**src/rtl/cmd_credit_arbiter.sv**
```systemverilog
// Fixed-priority command arbiter drawing from a shared credit pool with per-channel caps.
// Optional anti-starvation ageing is enabled by defining CMD_CREDIT_STARVE_GUARD_EN.
module cmd_credit_arbiter #(
    parameter int unsigned NUM_CHANNELS       = 6,
    parameter int unsigned CREDITS_TOTAL      = 64,
    parameter int unsigned CHANNEL_CREDIT_MAX = 32,
    parameter int unsigned CH_W               = $clog2(NUM_CHANNELS),
    parameter int unsigned CREDIT_W           = $clog2(CREDITS_TOTAL + 1),
    parameter int unsigned STARVE_LIMIT       = 16
) (
    input  logic                    clock,
    input  logic                    rst,
    input  logic                    enable,
    input  logic [NUM_CHANNELS-1:0] req_valid,
    output logic [NUM_CHANNELS-1:0] req_ready,
    output logic                    grant_valid,
    output logic [CH_W-1:0]         grant_channel,
    input  logic                    rsp_valid,
    input  logic [CH_W-1:0]         rsp_channel,
    output logic [CREDIT_W-1:0]     credits_available,
    output logic                    idle,
    output logic                    credit_error
);

    if (CREDITS_TOTAL > 64 || CHANNEL_CREDIT_MAX > CREDITS_TOTAL || STARVE_LIMIT == 0) begin : g_bad_params
        $error("cmd_credit_arbiter: illegal parameter combination");
    end

    logic [CREDIT_W-1:0]     pool;
    logic [CREDIT_W-1:0]     pool_next;
    logic [CREDIT_W-1:0]     outstanding [NUM_CHANNELS];
    logic [CREDIT_W-1:0]     out_next    [NUM_CHANNELS];
    logic [NUM_CHANNELS-1:0] rsp_hit;
    logic [NUM_CHANNELS-1:0] eligible;
    logic [NUM_CHANNELS-1:0] starved;
    logic [NUM_CHANNELS-1:0] pick;
    logic [NUM_CHANNELS-1:0] grant_oh;
    logic [CH_W-1:0]         grant_idx;
    logic                    rsp_legal;
    logic                    rsp_illegal;
    logic                    pool_ok;
    logic                    transfer;
    logic                    found;
    logic                    idle_next;

`ifdef CMD_CREDIT_STARVE_GUARD_EN
    localparam int unsigned AGE_W = $clog2(STARVE_LIMIT + 1);

    logic [AGE_W-1:0] age [NUM_CHANNELS];

    always_comb begin
        starved = '0;
        for (int unsigned i = 0; i < NUM_CHANNELS; i++) begin
            starved[i] = eligible[i] && (age[i] == AGE_W'(STARVE_LIMIT));
        end
    end

    // Age counts cycles a channel was eligible but lost; saturates at the limit.
    always_ff @(posedge clock) begin
        for (int unsigned i = 0; i < NUM_CHANNELS; i++) begin
            if (rst || grant_oh[i] || !req_valid[i]) begin
                age[i] <= '0;
            end else if (eligible[i] && age[i] != AGE_W'(STARVE_LIMIT)) begin
                age[i] <= age[i] + AGE_W'(1);
            end
        end
    end
`else
    assign starved = '0;
`endif

    // Response legality, eligibility (same-cycle returns count toward pool and cap), priority pick.
    always_comb begin
        rsp_hit     = '0;
        eligible    = '0;
        grant_oh    = '0;
        grant_idx   = '0;
        found       = 1'b0;
        for (int unsigned i = 0; i < NUM_CHANNELS; i++) begin
            rsp_hit[i] = rsp_valid && (rsp_channel == CH_W'(i)) && (outstanding[i] != '0);
        end
        rsp_legal   = |rsp_hit;
        rsp_illegal = rsp_valid && !rsp_legal;
        pool_ok     = (pool != '0) || rsp_legal;
        for (int unsigned i = 0; i < NUM_CHANNELS; i++) begin
            eligible[i] = !rst && enable && req_valid[i] && pool_ok &&
                          ((outstanding[i] - CREDIT_W'(rsp_hit[i])) < CREDIT_W'(CHANNEL_CREDIT_MAX));
        end
        pick = (|starved) ? starved : eligible;
        for (int unsigned i = 0; i < NUM_CHANNELS; i++) begin
            if (!found && pick[i]) begin
                found       = 1'b1;
                grant_oh[i] = 1'b1;
                grant_idx   = CH_W'(i);
            end
        end
        req_ready = grant_oh;
        transfer  = found;
    end

    // Next-state accounting; a grant and a legal return in one cycle cancel on the pool.
    always_comb begin
        pool_next = pool;
        if (transfer && !rsp_legal) begin
            pool_next = pool - CREDIT_W'(1);
        end else if (!transfer && rsp_legal) begin
            pool_next = pool + CREDIT_W'(1);
        end
        idle_next = (pool_next == CREDIT_W'(CREDITS_TOTAL));
        for (int unsigned i = 0; i < NUM_CHANNELS; i++) begin
            out_next[i] = outstanding[i] + CREDIT_W'(grant_oh[i]) - CREDIT_W'(rsp_hit[i]);
            if (out_next[i] != '0) begin
                idle_next = 1'b0;
            end
        end
    end

    always_ff @(posedge clock) begin
        if (rst) begin
            pool              <= CREDIT_W'(CREDITS_TOTAL);
            grant_valid       <= 1'b0;
            grant_channel     <= '0;
            credits_available <= CREDIT_W'(CREDITS_TOTAL);
            idle              <= 1'b1;
            credit_error      <= 1'b0;
            for (int unsigned i = 0; i < NUM_CHANNELS; i++) begin
                outstanding[i] <= '0;
            end
        end else begin
            pool              <= pool_next;
            grant_valid       <= transfer;
            credits_available <= pool_next;
            idle              <= idle_next;
            credit_error      <= credit_error | rsp_illegal;
            if (transfer) begin
                grant_channel <= grant_idx;
            end
            for (int unsigned i = 0; i < NUM_CHANNELS; i++) begin
                outstanding[i] <= out_next[i];
            end
        end
    end

endmodule

```
**config.mk**
```make
export PLATFORM = sky130hd
export DESIGN_NAME = cmd_credit_arbiter
export DESIGN_NICKNAME = d
export VERILOG_FILES = /design/src/rtl/cmd_credit_arbiter.sv
export SDC_FILE = /design/constraint.sdc
export NUM_CORES = 1
export LEC_CHECK = 0
export ABC_AREA = 1
export CAP_MARGIN = 20
export CORE_MARGIN = 4
export CORE_UTILIZATION = 37
export CTS_CLUSTER_SIZE = 25
export DETAILED_ROUTE_END_ITERATION = 8
export SLEW_MARGIN = 20
export SYNTH_ARGS = -nofsm -noshare
export SYNTH_HDL_FRONTEND = slang
export SYNTH_SLANG_ARGS = --single-unit
```
**constraint.sdc**
```tcl
create_clock -name clock -period 5.19 [get_ports clock]
set_input_delay 0.7785 -clock clock [delete_from_list [all_inputs] [get_ports clock]]
set_output_delay 0.7785 -clock clock [all_outputs]
set_load 0.02 [all_outputs]
```
==> results by group, run 1 <==
STA
  – Worst-case hold slack: 0.454 ns
  – Slew @ Worst Pin: 0.595 ns
  – Peak Freq: 212 MHz
  – Normalized max-slew margin: 60.3%
  – Min Tclk post-route: 4.71 ns
  – Setup Viol. Count Final: 0
  – RSZ-0062 raised after global routing: false
  – Tcrit/Tclk final: 90.7%
  – Fin. max-slew vios: 0
  – Fin. Hold Viols: 0
  – Setup TNS: 0 ns
  – Final Skew: 0.00917 ns

Synthesis
  – Yosys Warn Count: 0
  – Fraction of registers with async set/reset: 0%
  – Yosys cell types: 33
  – Post-synthesis sequential area ratio: 23.0%
  – Most used DFF post-synth: dfxtp_1
  – Cells after Synth: 677
  – Syn nets: 780
  – Mapped Area: 4790 µm²
  – Avg Cell Area, Syn: slightly above 7 µm²
  – Number of synthesized register bits: 55
  – EDFF count, synth: 0

Routing
  – DRT iter0 DRCs: 230
  – DR pass1 iterations: 4
  – Vias per cell: 4.66
  – Vias: 4136
  – Remaining DRCs: 0
  – Routed len/inst: 13.3 µm
  – Wirelength, routed: roughly 12000 µm
  – DRT antenna net count: 0

Place
  – I/O Buffers: 31
  – Dpl hpwl: 9460 µm
  – RePlAce Congestion: 0.858

Worst setup path
  – End point of the critical path: idle
  – Setup crit start kind: input port
  – CP most frequent cell: nand2_1
  – Worst setup startpoint: rsp_channel[2]
  – CP max stage cell: clkdlybuf4s50_1
  – Worst Path Max Fanout: 4
  – Delay-heaviest family, CP: simple AND/OR/NAND/NOR gates
  – Endpoint class of the critical path: flip-flop
  – FF-to-FF End: idle
  – Buf+Inv Stages, Crit Path: 4
  – Worst stage delay on the critical path: 0.43 ns
  – Crit. path cell count: 28
  – Crit path DAT: 4.97 ns
  – CP Class: input port to flip-flop
  – FF-to-FF Start: outstanding[0][4]
  – Reg2Reg Setup Slack: 0.76 ns
  – Req. time, crit path: between 5 and 6 ns
  – R2R depth: 29

CTS
  – H-tree lvl count: 2
  – TritonCTS buffer count: 5
  – Reg clk slew, reported paths: 0.08 ns
  – Clk sinks: between 50 and 60
  – CTS tree: yes
  – Root Driver: clkbuf_16
  – Worst-Skew Late Latency: 0.31 ns
  – CTS max path bufs: 2

Die
  – Die area: 14800 µm²
  – Core Region: 12700 µm²
  – Initial Util: 37.8%
  – Site Rows: 41
  – Die X: 122 µm
  – Die height: 122 µm
  – Num ports: 32

Layout
  – Share of cells above drive strength 1: 6.85%
  – # fillers: around 1300
  – Layout Nets: 817
  – P&R area growth vs syn: 15.3%
  – Antenna Cells: 0
  – Leading cell types in the layout, fill and taps excluded: inv_1 (125), nand2_1 (106), nor2_1 (106), ha_1 (84), dfxtp_1 (55)
  – Commonest non-fill, non-tap cell in the layout: inv_1

Power
  – Pwr/cell area: 608 nW/µm²
  – P_leak: 0.00270 µW
  – VDD IR-drop max: 217 µV

Run status
  – Status: finished, final reports clean

GRT
  – Largest net degree at the start of global routing: 53
  – First-pass GRT wire length: 19800 µm
  – Vias in the first global route: approximately 4200
  – Total GRT Usage: 16.8%
  – Grt total ovfl: 0
  – Initial antenna violation count: 0

Run
  – Max Cap Viol: 0

Hold path
  – Worst hold path class: flip-flop to flip-flop
==> kinds of logic (layout without fill, tap and decap cells) <==
family                     after synthesis  count (layout)  share of synthesized area, %
and+or+nand+nor                        303             303                          27.9
buffers and inverters                  140             178                          11.4
adders and majority gates               90              90                          24.5
DFF                                     55              55                          23.0
AOI/OAI and AO/OA                       49              49                          5.85
xor gates and xnor gates                40              40                          7.32
==> Yosys cell counts, types with 7 or more instances <==
library cell	number	share of area (%)
nand2_2	7	0.91
o21bai_1	10	1.6
dfxtp_1	55	23
ha_1	84	22
nand4_1	8	1.0
inv_1	125	9.8
nor3_1	10	1.0
nor2_1	109	8.5
nand3_1	42	4.4
nand2_1	106	8.3
xnor2_1	14	2.6
a21oi_1	29	3.0
xor2_1	26	4.8
==> where the power goes <==
part           internal, µW  leakage, µW  total [µW]  switching, µW
Combinational           874      0.00218        2300           1430
Clock                   182    0.0000664         366            184
Sequential              571     0.000453         688            117
==> metal layers <==
layer / global-route usage, % / wire length, µm / vias to the layer above
met1: 20.5 / 5470 / 1901
li1: - / - / 2157
met4: 5.53 / 223 / 0
met3: 2.79 / 381 / 15
met5: 0 / 0 / -
met2: 29.9 / 5730 / 63
==> per-stage QoR <==
step / instance area (µm²) / instances / util (%) / total power (µW) / setup WS (ns)
after global placement: 5320 / 879 / 42.0 / 2900 / -0.124
final: 5520 / 887 / 43.6 / 3350 / 0.484
after floorplan: 4790 / 677 / - / 2330 / 0.714
after CTS: 5470 / 887 / 43.2 / 3320 / 0.174
after detailed placement: 5320 / 879 / 42.0 / 2930 / -0.142
after global routing: 5520 / 887 / 43.6 / 3700 / 0.0198
==> registers in the layout, summed over array words and instances (netlist names) <==
name / cells
credit_error: 1
grant_channel: 3
pool: 7
idle: 1
outstanding: 42
grant_valid: 1
==> cell type report <==
class	instances	area, µm²	area share [%]
multi-input combinational	482	3190	57.8
sequential	55	1100	20.0
inverter	133	513	9.29
timing repair buffer	37	353	6.39
tap	172	215	3.90
clock buffer	5	125	2.27
clock inverter	3	23.8	0.431
==> worst min-delay path by stage <==
stage                     startpoint               end  slack [ns]  depth (start not counted)
floorplan               credit_error      credit_error        0.53                          2
global placement        credit_error      credit_error        0.44                          2
detailed placement      credit_error      credit_error        0.45                          2
CTS                     credit_error      credit_error        0.46                          2
global route        grant_channel[1]  grant_channel[1]        0.49                          2
finish                  credit_error      credit_error        0.45                          2
==> timing repair <==
item                       CTS  global route
resized for setup            0            12
setup endpoints to repair    0             1
setup buffers                0             0
hold buffers                 0             0
==> tightest hold or removal path, delay by kind of cell, from the launching register on <==
family / cells / cell delay [ns]
buffers and inverters: 1 / 0.05
AOI/OAI and AO/OA: 1 / 0.05
DFF: 1 / 0.32
(Power assumes the default switching activity.)
==> run 2, diff against run 1 <==
--- a/config.mk
+++ b/config.mk
@@ -11,6 +11,7 @@
 export CORE_UTILIZATION = 37
 export CTS_CLUSTER_SIZE = 25
 export DETAILED_ROUTE_END_ITERATION = 8
+export PLACE_DENSITY_LB_ADDON = 0.05
 export SLEW_MARGIN = 20
 export SYNTH_ARGS = -nofsm -noshare
 export SYNTH_HDL_FRONTEND = slang
==> results by group, run 2 (synthesis results as in run 1) <==
CTS
  – Clk sinks: 55
  – Root Driver: clkbuf_16
  – Post-CTS setup buffers: 0
  – TritonCTS buffer count: 5
  – CTS tree: yes
  – Reg clk slew, reported paths: 0.08 ns
  – CTS max path bufs: 2
  – Post-CTS Hold Buffers: 0
  – Worst-Skew Late Latency: 0.31 ns
  – H-tree lvl count: 2

Power
  – Cell-internal power: 1740 µW
  – Clock power share: a little over an eighth
  – Gate power share: 66.9%
  – VDD IR-drop max: 269 µV
  – Switch share: 49.5%
  – Pwr/cell area: 615 nW/µm²
  – Seq pwr share: 20.0%
  – Net switching component of the power: 1700 µW
  – P_leak: 0.00274 µW

Worst setup path
  – CP Class: input port to flip-flop
  – CP max stage cell: clkdlybuf4s50_1
  – FF-to-FF End: idle
  – Crit path DAT: 5.16 ns
  – R2R depth: 31
  – Endpoint class of the critical path: flip-flop
  – Setup crit start kind: input port
  – CP most frequent cell: nand2_1
  – Worst Path Max Fanout: 4
  – Req. time, crit path: ~5.5 ns
  – Reg2Reg Setup Slack: about 0.59 ns
  – Worst stage delay on the critical path: between 0.5 and 0.6 ns
  – FF-to-FF Start: outstanding[0][4]

Layout
  – # fillers: 1367
  – Largest Register: outstanding
  – Leading cell types in the layout, fill and taps excluded: inv_1 (125), nor2_1 (109), nand2_1 (106), ha_1 (84), dfxtp_1 (55)
  – Max reg flops: 42
  – Commonest non-fill, non-tap cell in the layout: inv_1
  – P&R area growth vs syn: 16.7%
  – Antenna Cells: 0
  – Top flop regs: outstanding: 42 flops, pool: 7 flops, grant_channel: 3 flops
  – Share of cells above drive strength 1: 6.94%
  – Layout Nets: between 800 and 900
  – Post-Route Utilization: approximately 44%

STA
  – Min Tclk post-route: 4.89 ns
  – Fin. Hold Viols: 0
  – Tcrit/Tclk final: 94.3%
  – RSZ-0062 raised after global routing: false
  – Setup Viol. Count Final: 0
  – Setup TNS: 0 ns
  – Fin. max-slew vios: 0
  – Final Skew: 0.0152 ns
  – Normalized max-slew margin: 57.7%
  – Peak Freq: 204 MHz
  – Slew @ Worst Pin: 0.634 ns

Die
  – Die height: 122 µm
  – Num ports: 32
  – Die area: between 10000 and 15000 µm²
  – Core Region: 12700 µm²
  – Site Rows: 41
  – Initial Util: between 30% and 40%
  – Die X: about 120 µm

Place
  – Dpl hpwl: between 9000 and 10000 µm
  – I/O Buffers: 31
  – RePlAce Congestion: 0.855

Routing
  – Remaining DRCs: 0
  – DRT iter0 DRCs: 230
  – DRT antenna net count: 0
  – Wirelength, routed: 12000 µm
  – DR pass1 iterations: 4
  – Vias per cell: between 4 and 5
  – Vias: 4106
  – Routed len/inst: 13.5 µm

GRT
  – First-pass GRT wire length: 19500 µm
  – Total GRT Usage: 16.9%
  – Largest net degree at the start of global routing: 53
  – Vias in the first global route: 4062
  – Initial antenna violation count: 0
  – Grt total ovfl: 0

Hold path
  – Worst hold path class: flip-flop to flip-flop
  – Hold depth: 2
  – Hold_sp: credit_error
  – Hold EP: credit_error

Run
  – Max Cap Viol: 0

Run status
  – Status: finished, final reports clean
## run 2: changes by cell type in the layout (fill, tap and decap cells not counted), moves of 2 or more
cell / change
buf_4: +5
nor2_1: +3
nor2_2: -3
bufinv_16: +2
## run 2: what timing repair did
| action | in CTS | in global routing |
|---|---|---|
| hold endpoints to repair | 0 | 0 |
| endpoints found under the setup margin | 0 | 1 |
| resized for setup | 0 | 7 |
## run 2: area by class of cell
type | count | area (µm²) | share of cell area [%]
well taps | 172 | 215 | 3.85
clock buffers | 5 | 125 | 2.24
clock inverters | 3 | 67.6 | 1.21
multi-input cells | 482 | 3180 | 56.9
repair buffers | 42 | 388 | 6.94
flip-flops and latches | 55 | 1100 | 19.7
inverters | 133 | 513 | 9.18
## run 2: worst max path at each step
stage,end,slack [ns],cells after the start,startpoint
CTS,idle,0.31,28,rsp_valid
floorplan,idle,0.71,25,rsp_channel[2]
finish,idle,0.30,30,rsp_valid
detailed placement,idle,-0.003,28,rsp_valid
global placement,idle,-0.03,28,rsp_valid
global route,idle,0.009,29,rsp_channel[2]
## run 2: power groups by stage
stage,sequential [µW],clock [µW],combinational (µW)
3_5_place_dp,697,0,2290
3_3_place_gp,698,0,2290
2_1_floorplan,714,0,1620
5_1_grt,707,484,2620
4_1_cts,688,471,2300
6_report,687,451,2300
## run 2: worst max-delay path: cells and delay by family
kind / cells / cell delay (ns)
adders and majority gates: 3 / 0.81
buffers and inverters: 2 / 0.60
and+or+nand+nor: 24 / 2.67
xor gates and xnor gates: 1 / 0.29
## run 2: per-layer routing
metal  vias to the layer above  track usage, %  share of wire [%]
li1                       2173               -                  -
met1                      1861            22.0                 48
met2                        56            29.2                 47
met3                        16            2.41                3.3
met4                         0            4.69                2.0
met5                         -               0                  0
## run 2: metrics by stage
step                      power (µW)  setup WS, ns  instance area, µm²  std cells  hold WS, ns
final                           3440         0.295                5590        892        0.449
after global routing            3810       0.00946                5590        892        0.473
after CTS                       3460         0.313                5550        892        0.453
after detailed placement        2980      -0.00282                5360        884        0.439
after global placement          2990       -0.0309                5360        884        0.438
after floorplan                 2330         0.714                4790        677        0.526
